===== src/rtl/ssd_scan_driver_if.sv =====
// Datapath-to-display bundle for the multiplexed seven-segment scan driver.
// The datapath side (master) presents digit codes and a load strobe; the driver (slave) owns the pins.
interface ssd_scan_driver_if #(
  parameter int DIGITS = 4
);
  logic                  load;
  logic [4*DIGITS-1:0]   value;
  logic [DIGITS-1:0]     dp_in;
  logic                  pending;
  logic [6:0]            seg;
  logic                  dp;
  logic [DIGITS-1:0]     an;
  logic                  frame_tick;

  modport master (
    output load, value, dp_in,
    input  pending, seg, dp, an, frame_tick
  );

  modport slave (
    input  load, value, dp_in,
    output pending, seg, dp, an, frame_tick
  );
endinterface


===== src/rtl/ssd_scan_driver.sv =====
// Time-multiplexed DIGITS-digit seven-segment driver with a tear-free shadow/display
// register pair, optional hex glyphs, leading-zero blanking and selectable pin polarity.
module ssd_scan_driver #(
  parameter int DIGITS      = 4,
  parameter int REFRESH_DIV = 50000,
  parameter bit HEX_EN      = 1'b0,
  parameter bit BLANK_LZ    = 1'b1,
  parameter bit ACTIVE_LOW  = 1'b0
) (
  input  logic               clk,
  input  logic               rst,
  ssd_scan_driver_if.slave   bus
);

  localparam int IDX_W = (DIGITS > 1) ? $clog2(DIGITS) : 1;
  localparam int DIV_W = $clog2(REFRESH_DIV);
  localparam int VAL_W = 4 * DIGITS;

  localparam logic [IDX_W-1:0]  IDX_LAST = IDX_W'(DIGITS - 1);
  localparam logic [DIV_W-1:0]  DIV_LAST = DIV_W'(REFRESH_DIV - 1);
  localparam logic [6:0]        SEG_POL  = {7{ACTIVE_LOW}};
  localparam logic [DIGITS-1:0] AN_POL   = {DIGITS{ACTIVE_LOW}};

  // Scan position
  logic [DIV_W-1:0]  div_q;
  logic [IDX_W-1:0]  idx_q;
  logic              wrap_q;

  // Shadow captures loads at any time; display only changes at a frame wrap
  logic [VAL_W-1:0]  shadow_val_q;
  logic [DIGITS-1:0] shadow_dp_q;
  logic [VAL_W-1:0]  disp_val_q;
  logic [DIGITS-1:0] disp_dp_q;
  logic              pending_q;

  // Registered pin drivers
  logic [6:0]        seg_q;
  logic              dp_q;
  logic [DIGITS-1:0] an_q;
  logic              tick_q;

  logic              terminal;
  logic              wrap;
  logic [IDX_W-1:0]  idx_next;
  logic [3:0]        code;
  logic [DIGITS-1:0] blank;
  logic              zero_run;
  logic [6:0]        seg_next;
  logic              dp_next;
  logic [DIGITS-1:0] an_next;

  function automatic logic [6:0] decode(input logic [3:0] c);
    logic [6:0] g;
    case (c)
      4'h0:    g = 7'b1111110;
      4'h1:    g = 7'b0110000;
      4'h2:    g = 7'b1101101;
      4'h3:    g = 7'b1111001;
      4'h4:    g = 7'b0110011;
      4'h5:    g = 7'b1011011;
      4'h6:    g = 7'b1011111;
      4'h7:    g = 7'b1110000;
      4'h8:    g = 7'b1111111;
      4'h9:    g = 7'b1111011;
      4'hA:    g = HEX_EN ? 7'b1110111 : 7'b0000000;
      4'hB:    g = HEX_EN ? 7'b0011111 : 7'b0000000;
      4'hC:    g = HEX_EN ? 7'b1001110 : 7'b0000000;
      4'hD:    g = HEX_EN ? 7'b0111101 : 7'b0000000;
      4'hE:    g = HEX_EN ? 7'b1001111 : 7'b0000000;
      default: g = HEX_EN ? 7'b1000111 : 7'b0000000;
    endcase
    return g;
  endfunction

  // With DIGITS=1, IDX_LAST is 0, so every terminal count is also a wrap.
  always_comb begin
    terminal = (div_q == DIV_LAST);
    wrap     = terminal && (idx_q == IDX_LAST);
    idx_next = idx_q;
    if (wrap)          idx_next = '0;
    else if (terminal) idx_next = idx_q + 1'b1;
  end

  // NOTE: every variable gets a value before any conditional use, so no latch is inferred.
  always_comb begin
    blank    = '0;
    zero_run = 1'b1;
    for (int i = DIGITS - 1; i >= 0; i--) begin
      zero_run = zero_run && (disp_val_q[4*i +: 4] == 4'd0);
      blank[i] = BLANK_LZ && zero_run && (i != 0);
    end
  end

  always_comb begin
    code     = disp_val_q[{idx_q, 2'b00} +: 4];
    seg_next = blank[idx_q] ? 7'b0000000 : decode(code);
    dp_next  = disp_dp_q[idx_q];
    an_next  = DIGITS'(1) << idx_q;
  end

  // NOTE: shadow and display are reset too, so a reset mid-frame discards any queued value.
  always_ff @(posedge clk) begin
    if (rst) begin
      div_q        <= '0;
      idx_q        <= '0;
      wrap_q       <= 1'b0;
      shadow_val_q <= '0;
      shadow_dp_q  <= '0;
      disp_val_q   <= '0;
      disp_dp_q    <= '0;
      pending_q    <= 1'b0;
      seg_q        <= SEG_POL;
      dp_q         <= ACTIVE_LOW;
      an_q         <= AN_POL;
      tick_q       <= 1'b0;
    end else begin
      // NOTE: non-blocking updates let the display take the old shadow while a same-cycle load refills it.
      div_q  <= terminal ? '0 : div_q + 1'b1;
      idx_q  <= idx_next;
      wrap_q <= wrap;

      if (wrap && pending_q) begin
        disp_val_q <= shadow_val_q;
        disp_dp_q  <= shadow_dp_q;
      end

      if (bus.load) begin
        shadow_val_q <= bus.value;
        shadow_dp_q  <= bus.dp_in;
        pending_q    <= 1'b1;
      end else if (wrap) begin
        pending_q    <= 1'b0;
      end

      // Pins follow idx one cycle late; the tick marks the cycle digit 0 re-enables.
      seg_q  <= seg_next ^ SEG_POL;
      dp_q   <= dp_next ^ ACTIVE_LOW;
      an_q   <= an_next ^ AN_POL;
      tick_q <= wrap_q;
    end
  end

  assign bus.pending    = pending_q;
  assign bus.seg        = seg_q;
  assign bus.dp         = dp_q;
  assign bus.an         = an_q;
  assign bus.frame_tick = tick_q;

endmodule


===== src/flat_wrapper.sv =====
// flat-port wrapper written by rule: the top's interface ports become plain ports
module ssd_scan_driver_flat 
#(
  parameter int DIGITS      = 4,
  parameter int REFRESH_DIV = 50000,
  parameter bit HEX_EN      = 1'b0,
  parameter bit BLANK_LZ    = 1'b1,
  parameter bit ACTIVE_LOW  = 1'b0
)
  (clk, rst, bus_load, bus_value, bus_dp_in, bus_pending, bus_seg, bus_dp, bus_an, bus_frame_tick);
  ssd_scan_driver_if #(.DIGITS(DIGITS)) bus_i ();
  input  logic clk;
  input  logic rst;
  input wire logic [$bits(bus_i.load)-1:0] bus_load;
  input wire logic [$bits(bus_i.value)-1:0] bus_value;
  input wire logic [$bits(bus_i.dp_in)-1:0] bus_dp_in;
  output wire logic [$bits(bus_i.pending)-1:0] bus_pending;
  output wire logic [$bits(bus_i.seg)-1:0] bus_seg;
  output wire logic [$bits(bus_i.dp)-1:0] bus_dp;
  output wire logic [$bits(bus_i.an)-1:0] bus_an;
  output wire logic [$bits(bus_i.frame_tick)-1:0] bus_frame_tick;
  assign bus_i.load = bus_load;
  assign bus_i.value = bus_value;
  assign bus_i.dp_in = bus_dp_in;
  assign bus_pending = bus_i.pending;
  assign bus_seg = bus_i.seg;
  assign bus_dp = bus_i.dp;
  assign bus_an = bus_i.an;
  assign bus_frame_tick = bus_i.frame_tick;
  ssd_scan_driver #(.DIGITS(DIGITS), .REFRESH_DIV(REFRESH_DIV), .HEX_EN(HEX_EN), .BLANK_LZ(BLANK_LZ), .ACTIVE_LOW(ACTIVE_LOW)) u_core (.clk(clk), .rst(rst), .bus(bus_i));
endmodule

===== config.mk =====
export PLATFORM = sky130hd
export DESIGN_NAME = ssd_scan_driver_flat
export DESIGN_NICKNAME = d
export VERILOG_FILES = /design/src/rtl/ssd_scan_driver_if.sv /design/src/rtl/ssd_scan_driver.sv /design/src/flat_wrapper.sv
export SDC_FILE = /design/constraint.sdc
export NUM_CORES = 1
export LEC_CHECK = 0
export BUFFER_PORTS_ARGS = -buffer_cell sky130_fd_sc_hd__buf_4
export CAP_MARGIN = 15
export CORE_ASPECT_RATIO = 1.1
export CORE_UTILIZATION = 64
export CTS_BUF_LIST = sky130_fd_sc_hd__clkbuf_4 sky130_fd_sc_hd__clkbuf_8
export CTS_CLUSTER_DIAMETER = 150
export DETAILED_ROUTE_END_ITERATION = 10
export MAX_ROUTING_LAYER = met4
export PLACE_DENSITY = 0.87
export REMOVE_ABC_BUFFERS = 1
export SYNTH_ARGS = -nofsm -noshare
export SYNTH_HDL_FRONTEND = slang
export SYNTH_SLANG_ARGS = --single-unit

===== constraint.sdc =====
create_clock -name clk -period 5.6 [get_ports clk]
set_input_delay 1.4 -clock clk [delete_from_list [all_inputs] [get_ports clk]]
set_output_delay 1.4 -clock clk [all_outputs]
set_load 0.005 [all_outputs]

==> metrics.md <==
| Metric | Value |
|---|---|
| Max frequency | approximately 380 MHz |
| DR WL/cell | between 15 and 20 µm |
| Routed WL | ~6.4 mm |
| Final min period | roughly 2.7 ns |
| Drt first pass iters | 4 |
| Clk slew on worst S/H paths | ~0.080 ns |
| Worst path cell trace | or4b_1 -> or4_1 -> nand2b_1 -> nor2_1 |
| Clk_lat worst skew | approximately 0.35 ns |
| Vias/cell | around 6 |
| Site Rows | 25 |
| Final Max Slew Viols | 0 |
| Initial Utilization | 0.689 |
| CTS Hold Bufs | 0 |
| CTS tree | built |
| R2R cell count | 4 |
| Commonest non-fill, non-tap cell in the layout | dfxtp_1 |
| Slew HR | 0.463 |
| Worst hold stages | 1 |
| Req. time, crit path | slightly below 6 ns |
| Share of layout cells above drive strength 1 | 0.166 |
| Die width | just under 70 µm |
| Die height | ~74 µm |
| Largest net degree at the start of global routing | a little under 60 |
| # diodes | 0 |
| DP HPWL | 4.01 mm |
| Total grt overflow | 0 |
| FF-to-FF Start | u_core.div_q[7] |
| Filler Cell Count | between 200 and 300 |
| Startpoint types | flop |
| Final period util | 0.475 |
| PwrDens | around 310 nW/µm² |
| Post-Synthesis Cells | between 300 and 400 |
| Clock Tree Buf Depth | 2 |
| Outcome | finished, final reports clean |
| Ys Warns | 0 |
| Finished Cell Area | approximately 3500 µm² |
| RSZ-0062 raised after global routing | no |
| Routed vias | 2497 |
| Final Net Count | roughly 390 |
| Max Fanout on Critical Path | 25 |
| Iteration-0 DRC Markers | roughly 170 |
| Final setup fails | 0 |
| Register area share after synthesis | 0.481 |
| Cell Area, Synth | between 3000 and 4000 µm² |
| CP startpoint | u_core.div_q[7] |
| HP Class | reg2reg |
| FF-to-FF End | u_core.div_q[5] |
| First-pass GRT wire length | slightly above 10 mm |
| # Max-Cap Violations | 0 |
| Layout area overhead | 16.7% |
| Total track usage | 0.288 |
| Postcts setup bufs | 0 |
| Root Buffer | clkbuf_8 |
| Port bufs | 36 |
| TritonCTS Buffers | 9 |
| Yosys cell types | 37 |
| Worst Path Arrival | ~2.9 ns |
| Die Footprint | 5020 µm² |
| Number of nets with antenna violations after routing | 0 |
| Placer Congestion | just over 0.8 |
| Core box area | 4410 µm² |
| Ports | 37 |
| Sink Count | between 70 and 80 |
| Critical path type | reg2reg |
| Syn avg cell area | about 9.1 µm² |
| CP Capture Type | flop |
| Placed inst area | ~3300 µm² |
| Leakage Power | approximately 0.0014 µW |
| Seq cells post-synth | 73 |
| Vias in the first global route | 2296 |
| Clock Skews | between 0.009 and 0.01 ns |
| Worst min-delay path startpoint | u_core.wrap_q |
| # H-tree levels | 3 |
| Most frequent cells in the layout | dfxtp_1, nor2_1, buf_4 |
| Setup_tns | 0 ns |
| Crit-path max cell delay | between 0.8 and 0.9 ns |
| Initial antenna violation count | 0 |
| Worst-margin pin slew | between 0.7 and 0.8 ns |
| Residual DRC | 0 |
| Hold EP | u_core.bus.frame_tick |
| Slowest stage cell on the critical path | or4_1 |
| Fin. Hold Viols | 0 |
| Max VDD drop | a little over 0.0003 V |
| Reg2reg setup slack | just under 3 ns |
| Cts repair resizes | 0 |
## state kept, by name, summed over array words and instances (netlist names)
name                   count
u_core.div_q              16
u_core.bus.an              4
u_core.bus.frame_tick      1
u_core.shadow_val_q       16
u_core.bus.pending         1
u_core.disp_val_q         16
u_core.bus.dp              1
u_core.bus.seg             7
u_core.wrap_q              1
u_core.disp_dp_q           4
u_core.shadow_dp_q         4
u_core.idx_q               2
## report_power, final
| group | internal [µW] | switching, µW | leakage (µW) | total (µW) |
|---|---|---|---|---|
| logic | 25.2 | 22.7 | 0.000649 | 47.9 |
| clock network | 312 | 190 | 0.000123 | 502 |
| registers | 533 | 7.77 | 0.000596 | 540 |
| total | 870 | 221 | 0.00137 | 1090 |
## how the worst max path moves through the flow
stage | endpoint | slack (ns) | cells past startpoint
after CTS | u_core.div_q[5] | 2.94 | 4
final | u_core.div_q[5] | 2.94 | 4
after detailed placement | u_core.div_q[7] | 2.92 | 3
after floorplan | u_core.idx_q[1] | 2.71 | 4
after global placement | u_core.div_q[11] | 2.97 | 3
after global routing | u_core.div_q[5] | 2.77 | 4
## through the flow
step	power, µW	std cells	setup WS [ns]	utilization	hold WS [ns]
2_1_floorplan	569	309	2.71	-	0.414
3_3_place_gp	597	400	2.97	0.747	0.433
3_5_place_dp	599	400	2.92	0.747	0.443
4_1_cts	1090	416	2.94	0.803	0.463
5_1_grt	1120	416	2.77	0.803	0.491
6_report	1090	416	2.94	0.803	0.464
## worst max-delay path, delay by kind of cell, from the launching register on
kind | cells | cell delay, ns
AND/OR/NAND/NOR | 4 | 2.15
flip-flops | 1 | 0.36
## area by class of cell
cell class                      instances  area, µm²  area share
Sequential cell                        73       1460       0.412
Multi-Input combinational cell        224       1440       0.407
Inverter                               12       45.0      0.0127
Clock buffer                           11        145      0.0410
Clock inverter                          5        103      0.0290
Tap cell                               54       67.6      0.0191
Timing Repair Buffer                   37        278      0.0784
## Yosys cell counts (all sizes together)
| library cell | number | area (µm²) |
|---|---|---|
| mux2i | 22 | 220 |
| nor4 | 4 | 25.0 |
| nand4 | 3 | 18.8 |
| xor2 | 3 | 26.3 |
| or4 | 4 | 30.0 |
| mux4 | 4 | 90.1 |
| a211oi | 1 | 7.51 |
| o21ai | 24 | 120 |
| and2 | 1 | 6.26 |
| o31ai | 1 | 7.51 |
| and3b | 1 | 8.76 |
| or3 | 3 | 18.8 |
| o21ba | 1 | 10.0 |
| nand2b | 3 | 18.8 |
| nor4bb | 1 | 10.0 |
| or4b | 2 | 20.0 |
| clkbuf | 17 | 65.1 |
| and3 | 3 | 18.8 |
| or4bb | 2 | 22.5 |
| xnor2 | 9 | 78.8 |
| a21oi | 33 | 165 |
| o41ai | 1 | 8.76 |
| nand2 | 8 | 30.0 |
| a22oi | 2 | 15.0 |
| inv | 12 | 45.0 |
| buf | 6 | 27.5 |
| nor2 | 39 | 146 |
| nand3 | 27 | 135 |
| nor3 | 10 | 50.1 |
| nor3b | 3 | 22.5 |
| dfxtp | 73 | 1460 |
| ha | 8 | 100 |
| nor2b | 1 | 6.26 |
## layer usage
metal,global-route usage,part of all wire,vias to the layer above
li1,-,-,1215
met1,0.322,0.41,1180
met2,0.465,0.50,74
met3,0.0506,0.045,28
met4,0.194,0.043,0
met5,-,0,-
## cells by family after synthesis
| family | count (synthesis) | share of synthesized area |
|---|---|---|
| fa+ha+maj | 8 | 0.0330 |
| buf+inv | 35 | 0.0453 |
| compound gates | 63 | 0.110 |
| simple gates | 115 | 0.194 |
| flops | 73 | 0.481 |
| xor+xnor | 12 | 0.0346 |
| mux | 26 | 0.102 |
Note: power is estimated with default switching activity, not from simulation.
